--- src/rtl/fifo_rd_unpack.sv ---
// rtl/fifo_rd_unpack.sv - FIFO read-side unpacker: wide FIFO words out as narrow beats
// Two word slots plus a one-cycle read-in-flight flag keep the beat stream gap-free.
module fifo_rd_unpack #(
    parameter int RD_WIDTH  = 32,
    parameter int OUT_WIDTH = 8,
    parameter int MSB_FIRST = 1
) (
    input  logic                                            rd_clk,
    input  logic                                            rd_rst,
    input  logic                                            fifo_empty,
    output logic                                            rd_en,
    input  logic [RD_WIDTH-1:0]                             rd_data,
    input  logic                                            flush,
    output logic [OUT_WIDTH-1:0]                            out_data,
    output logic                                            out_valid,
    input  logic                                            out_ready,
    output logic [$clog2(2*(RD_WIDTH/OUT_WIDTH)+1)-1:0]     beat_count
);
    localparam int RATIO = RD_WIDTH / OUT_WIDTH;
    localparam int IDX_W = (RATIO > 1) ? $clog2(RATIO) : 1;
    localparam int CNT_W = $clog2(2*RATIO+1);
    localparam logic [IDX_W-1:0] LAST_IDX = IDX_W'(RATIO-1);
    localparam logic [CNT_W-1:0] RATIO_C  = CNT_W'(RATIO);

    logic [RD_WIDTH-1:0]  r_cur_word;
    logic                 r_cur_valid;
    logic [IDX_W-1:0]     r_idx;
    logic [RD_WIDTH-1:0]  r_nxt_word;
    logic                 r_nxt_valid;
    logic                 r_inflight;
    logic [CNT_W-1:0]     r_beat_count;

    logic [RD_WIDTH-1:0]  w_cur_word_n;
    logic                 w_cur_valid_n;
    logic [IDX_W-1:0]     w_idx_n;
    logic [RD_WIDTH-1:0]  w_nxt_word_n;
    logic                 w_nxt_valid_n;
    logic                 w_take;
    logic [CNT_W-1:0]     w_cnt_n;
    logic [1:0]           w_free;
    logic                 w_xfer;
    logic [OUT_WIDTH-1:0] w_beats [RATIO];

    for (genvar g = 0; g < RATIO; g++) begin : g_slice
        if (MSB_FIRST != 0) begin : g_msb
            assign w_beats[g] = r_cur_word[RD_WIDTH-1-g*OUT_WIDTH -: OUT_WIDTH];
        end else begin : g_lsb
            assign w_beats[g] = r_cur_word[g*OUT_WIDTH +: OUT_WIDTH];
        end
    end

    // A read in flight already owns one of the free slots.
    assign w_free    = {1'b0, ~r_cur_valid} + {1'b0, ~r_nxt_valid};
    assign rd_en     = !fifo_empty && !flush && !rd_rst && (w_free > {1'b0, r_inflight});
    assign out_valid = r_cur_valid && !rd_rst;
    assign out_data  = out_valid ? w_beats[r_idx] : '0;
    assign w_xfer    = out_valid && out_ready;
    assign beat_count = r_beat_count;

    always_comb begin
        w_cur_word_n  = r_cur_word;
        w_cur_valid_n = r_cur_valid;
        w_idx_n       = r_idx;
        w_nxt_word_n  = r_nxt_word;
        w_nxt_valid_n = r_nxt_valid;
        w_take        = r_inflight;
        if (w_xfer) begin
            if (r_idx != LAST_IDX) begin
                w_idx_n = r_idx + 1'b1;
            end else begin
                w_idx_n = '0;
                if (r_nxt_valid) begin
                    w_cur_word_n  = r_nxt_word;
                    w_nxt_valid_n = 1'b0;
                end else if (r_inflight) begin
                    w_cur_word_n = rd_data;
                    w_take       = 1'b0;
                end else begin
                    w_cur_valid_n = 1'b0;
                end
            end
        end
        // Arriving word lands in whichever slot is empty after this cycle's pop.
        if (w_take) begin
            if (!w_cur_valid_n) begin
                w_cur_word_n  = rd_data;
                w_cur_valid_n = 1'b1;
                w_idx_n       = '0;
            end else begin
                w_nxt_word_n  = rd_data;
                w_nxt_valid_n = 1'b1;
            end
        end
        if (flush) begin
            w_cur_valid_n = 1'b0;
            w_nxt_valid_n = 1'b0;
            w_idx_n       = '0;
        end
        w_cnt_n = (w_cur_valid_n ? (RATIO_C - CNT_W'(w_idx_n)) : '0)
                + (w_nxt_valid_n ? RATIO_C : '0);
    end

    always_ff @(posedge rd_clk) begin
        if (rd_rst) begin
            r_cur_word   <= '0;
            r_cur_valid  <= 1'b0;
            r_idx        <= '0;
            r_nxt_word   <= '0;
            r_nxt_valid  <= 1'b0;
            r_inflight   <= 1'b0;
            r_beat_count <= '0;
        end else begin
            r_cur_word   <= w_cur_word_n;
            r_cur_valid  <= w_cur_valid_n;
            r_idx        <= w_idx_n;
            r_nxt_word   <= w_nxt_word_n;
            r_nxt_valid  <= w_nxt_valid_n;
            r_inflight   <= rd_en;
            r_beat_count <= w_cnt_n;
        end
    end
endmodule

--- config.mk ---
export PLATFORM = sky130hd
export DESIGN_NAME = fifo_rd_unpack
export DESIGN_NICKNAME = d
export VERILOG_FILES = /design/src/rtl/fifo_rd_unpack.sv
export SDC_FILE = /design/constraint.sdc
export NUM_CORES = 1
export LEC_CHECK = 0
export CAP_MARGIN = 20
export CORE_MARGIN = 2
export CORE_UTILIZATION = 54
export CTS_CLUSTER_SIZE = 28
export DETAILED_ROUTE_END_ITERATION = 6
export PLACE_DENSITY = 0.79
export REMOVE_ABC_BUFFERS = 1
export SYNTH_ARGS = -nofsm -noshare
export SYNTH_HDL_FRONTEND = slang
export SYNTH_SLANG_ARGS = --single-unit
--- constraint.sdc ---
create_clock -name rd_clk -period 3.1 [get_ports rd_clk]
set_clock_uncertainty 0.1 [all_clocks]
set_input_delay 0.93 -clock rd_clk [delete_from_list [all_inputs] [get_ports rd_clk]]
set_output_delay 0.93 -clock rd_clk [all_outputs]
set_load 0.02 [all_outputs]
==> out/qor.csv, run 1 <==
stage,metric,value,unit
status,status,completed,
critical_path,arrival,2.03,ns
floorplanning,coreArea,6386,um2
pwr,power_leakage,0.001519,uW
yosys,ys_seq_area_frac,0.4060,
layout,final_area,4343,um2
sta,slew_headroom,0.2890,
critical_path,crit_path_end_kind,output pin,
detailed_routing,wl,9395,um
pwr,ir_worst_vdd,334.8,uV
floorplanning,fp.dieW,85.65,um
detailed_routing,routedWlPerCell,18.21,um
critical_path,crit_chain,"buf_2, nor2b_4, buf_12, clkdlybuf4s50_1",
clock_tree,clk_path_buf_depth,2,
clock_tree,post_cts_buffers,0,
grt,gr-total-overflow,0,
yosys,yosys_warnings,0,
yosys,synth_area,3600,um2
sta,setup_ws,0.04228,ns
sta,tightest_slew,1.064,ns
sta,grt_setup_unrepaired,false,
grt,grt_max_degree,59,
detailed_routing,ant_nets,0,
placed_design,portBuffers,50,
grt,grt_pass1_vias,3212,
hold_path,min_path_cells,2,
detailed_routing,viasPerCell,6.488,
placed_design,dpl.hpwl,5858,um
sta,maxSlewViolCount,0,
clock_tree,cts_num_sinks,73,
floorplanning,rows,29,
floorplanning,die-area,7335,um2
sta,hold_violations,0,
yosys,ys_types,38,
detailed_routing,drt-initial-drc-count,309,
grt,grt_pass1_wl,15460,um
sta,period_needed,3.058,ns
sta,whs,0.3778,ns
yosys,async_flop_share,0,
floorplanning,ioPinCount,51,
grt,grt-busiest-layer,met2,
yosys,synthCells,390,
detailed_routing,vias,3348,
sta,max_freq,0.3270,GHz
grt,grtUsageMet1,0.3405,
sta,setup_violations,0,
detailed_routing,drc,0,
critical_path,worstPathMaxFanout,17,
critical_path,cp.depth,4,
critical_path,required,2.07,ns
layout,drive_above_1_share,0.1390,
clock_tree,cts_made_buffers,9,
grt,met3_usage,0.06449,
yosys,ys_seq_elements,73,
clock_tree,cts-root-buf,clkbuf_8,
floorplanning,start_util,0.5637,
placed_design,place_area,4160,um2
critical_path,critPathBufInv,3,
critical_path,crit_path_start_kind,input pin,
job,drv_cap,0,
yosys,synth_edf_count,0,
yosys,avgSynthCellArea,9.230,um2
layout,nNetsFinal,476,
detailed_routing,firstDrtPassIters,5,
floorplanning,die_h,85.65,um
clock_tree,clk_pin_slew_worst_paths,0.07,ns
clock_tree,cts_htree_levels,3,
critical_path,cp_slowest_cell,clkdlybuf4s50_1,
layout,n_antenna_cell,0,
layout,area_growth,20.65,%
critical_path,cp_slowest_stage_delay,0.62,ns
grt,grtUsageTotal,0.2662,
clock_tree,tritoncts,yes,
clock_tree,insertion_delay,0.35,ns
critical_path,critPathTopFamily,buffers and inverters,
placed_design,place_ws,-0.2447,ns
yosys,ys.flop_type,dfxtp_1,
grt,antenna_found_initial,0,
sta,fin_crit_sh,0.9864,
grt,met2_usage,0.4531,
critical_path,r2r_cells,6,
placed_design,gp_congestion,0.8500,
hold_path,min_path_type,register to register,
critical_path,crit_type,input pin to output pin,
pwr,cellPowerDensity,430.0,nW/um2
sequential cells by signal, summed over array words and instances (netlist names):
| name | flops |
|---|---|
| beat_count | 4 |
| r_nxt_word | 32 |
| r_cur_word | 32 |
| r_nxt_valid | 1 |
| r_cur_valid | 1 |
| r_idx | 2 |
| r_inflight | 1 |
cell usage after synthesis, types with 3 or more instances:
cell type	n	area [um2]
nor2_1	4	15.01
buf_4	9	67.56
o221ai_1	26	227.7
a221o_1	6	60.06
dfxtp_1	73	1461
buf_6	8	90.09
a32oi_1	26	227.7
a21oi_1	34	170.2
ha_1	4	50.05
inv_1	27	101.4
mux4_2	8	180.2
nand3_1	58	290.3
and2_1	9	56.30
buf_2	17	85.08
clkbuf_1	10	37.54
o21ai_0	32	160.2
nor2b_1	3	18.77
nor4_1	4	25.02
and3_1	7	43.79
placed cells by master (no fill, tap or decap), types with 7 or more instances in the layout:
cell type / instances
a21oi_1: 34
a32oi_1: 26
and2_1: 8
and3_1: 7
buf_4: 26
clkbuf_8: 9
clkdlybuf4s50_1: 40
dfxtp_1: 73
dlygate4sd2_1: 9
inv_1: 27
mux4_2: 8
nand3_1: 58
o21ai_0: 32
o221ai_1: 26
worst paths after layout:
| kind | start | endpoint | slack, ns |
|---|---|---|---|
| setup / recovery | rd_rst | out_valid | 0.04 |
| setup reg to reg | r_idx[1]$_SDFF_PP0_ | r_cur_word[8]$_SDFF_PP0_ | 1.00 |
| hold / removal | r_nxt_word[9]$_SDFFE_PP0P_ | r_nxt_word[9]$_SDFFE_PP0P_ | 0.38 |
| hold reg to reg | r_nxt_word[9]$_SDFFE_PP0P_ | r_nxt_word[9]$_SDFFE_PP0P_ | 0.38 |
what timing repair did:
item	in CTS	in global routing
hold buffers	0	0
endpoints found under the setup margin	9	0
gates resized for setup	9	0
cells by family after synthesis:
group | Yosys count | synth area share
AO/OA/AOI/OAI | 129 | 0.2527
AND/OR/NAND/NOR | 100 | 0.1575
buffers and inverters | 73 | 0.1088
flip-flops | 73 | 0.4060
multiplexers | 10 | 0.05561
adder cells (fa/ha/maj) | 5 | 0.01947
metrics by stage:
stage	instances	TNS (ns)	util	power, uW
5_1_grt	516	0	0.6801	1928
6_report	516	0	0.6801	1867
3_5_place_dp	500	-0.7496	0.6515	1143
3_3_place_gp	500	-0.5602	0.6515	1139
4_1_cts	516	0	0.6801	1873
2_1_floorplan	344	0	-	1034
worst reg2reg max path, stage by stage (launching register included):
cell      delay, ns
dfxtp_1        0.40
buf_4          0.21
ha_1           0.24
and3_1         0.46
buf_4          0.29
a32oi_1        0.14
o221ai_1       0.19
area by class of cell:
class	count	area, um2
Clock buffer	9	123.9
Clock inverter	7	70.07
Fill cell	541	2043
Inverter	27	101.3
Multi-Input combinational cell	244	1750
Sequential cell	73	1461
Tap cell	77	96.34
Timing Repair Buffer	79	739.5
per-layer routing:
metal / routed length [um] / part of all wire
met5: 0 / 0
met3: 639 / 0.068
met2: 4679 / 0.50
met4: 133 / 0.014
met1: 3943 / 0.42
where the power goes:
part | switching [uW] | internal (uW) | leakage (uW)
clock | 373 | 371 | 0.0000994
sequential | 10.3 | 954 | 0.000591
combinational | 77.6 | 80.1 | 0.000829
Power figures use the tool's default switching activity.
==> run 2, diff against run 1 <==
clock period = 3.3 ns   (was 3.1 ns; I/O delays follow)
==> out/qor.csv, run 2 (synthesis gave the netlist of run 1 again) <==
stage,metric,value,unit
sta,grt_setup_unrepaired,false,
detailed_routing,viasPerCell,6.418,
clock_tree,post_cts_buffers,0,
detailed_routing,vias,3299,
clock_tree,tritoncts,yes,
pwr,power_switching,407.2,uW
clock_tree,cts_num_sinks,73,
clock_tree,ctsHoldBuffers,0,
pwr,power_leakage,0.001484,uW
placed_design,placed_cells,498,
critical_path,required,2.21,ns
sta,setup_ws,0.02196,ns
sta,hold_violations,0,
sta,fin_crit_sh,0.9933,
placed_design,place_ws,-0.1485,ns
clock_tree,cts-root-buf,clkbuf_8,
pwr,pwr-share-seq,0.537,
floorplanning,rows,29,
floorplanning,die_h,85.65,um
pwr,cellPowerDensity,392.7,nW/um2
grt,antenna_found_initial,0,
critical_path,crit_path_start_kind,input pin,
detailed_routing,wl,9205,um
detailed_routing,drt-initial-drc-count,325,
placed_design,place_area,4133,um2
layout,regArea,1461,um2
detailed_routing,firstDrtPassIters,5,
critical_path,cp_slowest_cell,clkdlybuf4s50_1,
floorplanning,start_util,0.5637,
layout,multi_input_area,1750,um2
layout,fin_util,0.6732,
floorplanning,die-area,7335,um2
pwr,p_clk_frac,0.377,
layout,n_antenna_cell,0,
critical_path,crit_path_end_kind,output pin,
layout,area_growth,19.43,%
critical_path,worstPathMaxFanout,3,
layout,drive_above_1_share,0.1304,
critical_path,cp_slowest_stage_delay,0.60,ns
floorplanning,coreArea,6386,um2
critical_path,arrival,2.19,ns
detailed_routing,ant_nets,0,
sta,max_freq,0.3051,GHz
pwr,ir_worst_vdd,238.7,uV
sta,period_needed,3.278,ns
grt,grt_pass1_vias,3101,
clock_tree,cts_made_buffers,9,
hold_path,min_path_type,register to register,
clock_tree,clk_path_buf_depth,2,
placed_design,gp_congestion,0.8103,
pwr,switching_share,0.2412,
layout,final_common_cell,dfxtp_1,
sta,slew_headroom,0.2627,
critical_path,crit_chain,"buf_2, nor2b_4, buf_4, and2_1, clkdlybuf4s50_1",
job,drv_cap,0,
status,status,completed,
pwr,combPwrFrac,0.086,
clock_tree,cts_htree_levels,3,
sta,setup_violations,0,
sta,maxSlewViolCount,0,
floorplanning,ioPinCount,51,
critical_path,r2r_start,r_idx[1]$_SDFF_PP0_,
detailed_routing,routedWlPerCell,17.91,um
grt,grt_max_degree,59,
layout,final_cell_mix,"73 x dfxtp_1, 58 x nand3_1, 43 x clkdlybuf4s50_1",
critical_path,critPathTopFamily,buffers and inverters,
clock_tree,insertion_delay,0.34,ns
layout,final_cells,514,
floorplanning,fp.dieW,85.65,um
critical_path,worstSetupStartpoint,rd_rst,
grt,grtUsageTotal,0.2583,
pwr,internal_power,1281,uW
sta,tightest_slew,1.103,ns
layout,final_area,4299,um2
placed_design,portBuffers,50,
hold_path,worstHoldStart,r_nxt_word[7]$_SDFFE_PP0P_,
layout,nNetsFinal,474,
grt,grt_pass1_wl,14940,um
critical_path,critPathBufInv,3,
detailed_routing,drc,0,
clock_tree,clk_pin_slew_worst_paths,0.07,ns
layout,final.fill_count,542,
placed_design,dpl.hpwl,5675,um
grt,gr-total-overflow,0,
critical_path,crit_type,input pin to output pin,
## run 2: power by group through the flow
stage               Sequential [uW]  Combinational (uW)  Clock, uW
CTS                             906                 144        647
global route                    908                 155        694
floorplan                       925                46.4          0
global placement                926                 141          0
finish                          906                 145        637
detailed placement              926                 143          0
## run 2: routing by layer
layer	wire [um]	share of wire	vias to the layer above	global-route usage
met2	4493	0.49	112	0.4325
met4	142	0.015	0	0.09235
met1	4065	0.44	1616	0.3407
met5	0	0	-	0
li1	-	-	1558	-
met3	503	0.055	13	0.03850
## run 2: stage by stage
stage	hold WS, ns	TNS (ns)	total power, uW
global route	0.3879	0	1756
CTS	0.3763	0	1697
finish	0.3745	0	1688
floorplan	0.3428	0	971.2
global placement	0.3571	-0.1898	1066
detailed placement	0.3652	-0.1984	1070
## run 2: cell type report
| type | instances | share of cell area |
|---|---|---|
| sequential | 73 | 0.3399 |
| clock inverter | 3 | 0.003492 |
| inverter | 27 | 0.02357 |
| multi-input combinational | 244 | 0.4072 |
| tap | 77 | 0.02241 |
| timing repair buffer | 77 | 0.1665 |
| clock buffer | 13 | 0.03696 |
## run 2: worst paths after layout
check	slack, ns	cells after the start	to
hold reg to reg	0.37	2	r_nxt_word[7]$_SDFFE_PP0P_
setup / recovery	0.02	5	out_data[2]
setup reg to reg	1.05	9	beat_count[2]$_SDFF_PP0_
hold / removal	0.37	2	r_nxt_word[7]$_SDFFE_PP0P_
## run 2: what timing repair did
item                                   CTS  global route
setup endpoints to repair                6             0
resized for setup                        6             0
endpoints found under the hold margin    0             0
## run 2: worst min-delay path, stage by stage, from the launching register on
cell and delay (ns):
dfxtp_1 0.31, o21ai_0 0.06, a21oi_1 0.06
==> run 3, diff against run 2 <==
ABC_AREA = 0   (was unset)
CORE_UTILIZATION = 30   (was 54)
GPL_TIMING_DRIVEN = 0   (was unset)
PLACE_DENSITY = 0.49   (was 0.79)
==> out/qor.csv, run 3 (synthesis gave the netlist of run 1 again) <==
stage,metric,value,unit
critical_path,worstPathMaxFanout,34,
grt,grt-busiest-layer,met2,
layout,n_antenna_cell,0,
clock_tree,clk_path_buf_depth,2,
placed_design,place_area,4113,um2
critical_path,crit_path_end_kind,output pin,
placed_design,gp_congestion,0.7224,
sta,maxSlewViolCount,0,
detailed_routing,drt-initial-drc-count,193,
placed_design,place_ws,-1.194,ns
floorplanning,rows,40,
critical_path,r2r_end,beat_count[2]$_SDFF_PP0_,
detailed_routing,ant_nets,0,
layout,final_cells,571,
clock_tree,insertion_delay,0.33,ns
layout,final_area,4491,um2
critical_path,r2r_cells,6,
hold_path,min_path_type,register to register,
clock_tree,cts_made_buffers,9,
critical_path,r2r_slack,0.56,ns
grt,met3_usage,0.02710,
layout,nNetsFinal,461,
floorplanning,die-area,12890,um2
pwr,internal_power,1504,uW
pwr,pwr-share-seq,0.463,
grt,met2_usage,0.2607,
pwr,cellPowerDensity,437.1,nW/um2
grt,gr-total-overflow,0,
critical_path,crit_path_start_kind,input pin,
detailed_routing,wl,10600,um
sta,slew_headroom,0.2867,
hold_path,min_path_cells,2,
sta,period_needed,3.163,ns
clock_tree,ctsHoldBuffers,0,
placed_design,portBuffers,50,
critical_path,r2r_start,r_idx[1]$_SDFF_PP0_,
grt,grtUsageTotal,0.1687,
placed_design,placed_cells,546,
pwr,power_switching,458.5,uW
sta,setup_violations,0,
clock_tree,cts-root-buf,clkbuf_16,
hold_path,hold_end,r_nxt_word[28]$_SDFFE_PP0P_,
pwr,power_leakage,0.001509,uW
critical_path,crit_type,input pin to output pin,
grt,grt_max_degree,59,
clock_tree,cts_num_sinks,73,
detailed_routing,firstDrtPassIters,6,
grt,grt_pass1_wl,17020,um
sta,tightest_slew,1.065,ns
pwr,switching_share,0.2336,
floorplanning,coreArea,11860,um2
detailed_routing,routedWlPerCell,18.56,um
sta,whs,0.3731,ns
layout,final_common_cell,dfxtp_1,
critical_path,required,2.21,ns
grt,antenna_found_initial,0,
layout,area_growth,24.75,%
placed_design,dpl.hpwl,5772,um
layout,drive_above_1_share,0.1156,
sta,setup_ws,0.1374,ns
floorplanning,ioPinCount,51,
pwr,ir_worst_vdd,253.6,uV
clock_tree,clk_pin_slew_worst_paths,0.05,ns
hold_path,worstHoldStart,r_nxt_word[28]$_SDFFE_PP0P_,
sta,fin_crit_sh,0.9584,
detailed_routing,drc,0,
sta,grt_setup_unrepaired,false,
clock_tree,cts_htree_levels,3,
critical_path,arrival,2.07,ns
grt,grtUsageMet1,0.2413,
detailed_routing,viasPerCell,5.732,
detailed_routing,vias,3273,
floorplanning,fp.dieW,113.5,um
floorplanning,start_util,0.3035,
pwr,p_clk_frac,0.461,
sta,hold_violations,0,
layout,final_cell_mix,"72 x dfxtp_1, 58 x nand3_1, 38 x clkdlybuf4s50_1",
status,status,completed,
floorplanning,die_h,113.5,um
clock_tree,tritoncts,yes,
pwr,combPwrFrac,0.076,
sta,max_freq,0.3162,GHz
pwr,totalPowerFinal,1963,uW
job,drv_cap,0,
grt,grt_pass1_vias,3060,
run 3: cell count changes in the layout (fill, tap and decap cells not counted), sizes merged:
| cell | previous run | this run |
|---|---|---|
| clkdlybuf4s50 | 43 | 38 |
| clkbuf | 13 | 15 |
| bufbuf | 0 | 1 |
| dlygate4sd2 | 6 | 8 |
| inv | 27 | 28 |
| buf | 28 | 11 |
| nor2b | 4 | 7 |
run 3: worst max-delay path by stage:
stage | startpoint | endpoint | cells after the start
global route | rd_rst | out_data[1] | 5
detailed placement | rd_rst | out_data[7] | 5
finish | rd_rst | out_data[1] | 5
CTS | rd_rst | out_data[3] | 6
global placement | rd_rst | beat_count[2]$_SDFF_PP0_ | 6
floorplan | rd_rst | out_data[0] | 2
run 3: critical path: stages:
cell and delay, ns:
buf_6 0.18, buf_16 0.20, nor2b_4 0.18, and2_1 0.17, dlygate4sd2_1 0.34
run 3: what timing repair did:
action                                  CTS  global route
cloned                                    4             0
resized for setup                        18             4
endpoints found under the setup margin   10             3
setup buffers                             4             0
run 3: layout make-up:
class | instances | area (um2)
timing repair buffer | 61 | 676.9
clock inverter | 4 | 27.53
tap | 147 | 183.9
fill | 1180 | 7371
inverter | 27 | 101.3
clock buffer | 12 | 246.5
multi-input combinational | 247 | 1792
sequential | 73 | 1463
run 3: metrics by stage:
stage / utilization / TNS (ns)
after floorplan: - / 0
after global placement: 0.3367 / -217.32
after detailed placement: 0.3467 / -16.76
after CTS: 0.3781 / 0
after global routing: 0.3786 / 0
final: 0.3786 / 0
run 3: power by group through the flow:
stage          registers, uW  logic (uW)  clock network [uW]
6_report                 909         149                 905
3_3_place_gp             927         136                   0
4_1_cts                  909         150                 925
5_1_grt                  910         161                 958
2_1_floorplan            925        46.4                   0
3_5_place_dp             928         139                   0
run 3: per-layer routing:
| metal | vias to the layer above | share of wire |
|---|---|---|
| li1 | 1546 | - |
| met1 | 1619 | 0.47 |
| met2 | 91 | 0.46 |
| met3 | 17 | 0.048 |
| met4 | 0 | 0.015 |
| met5 | - | 0 |
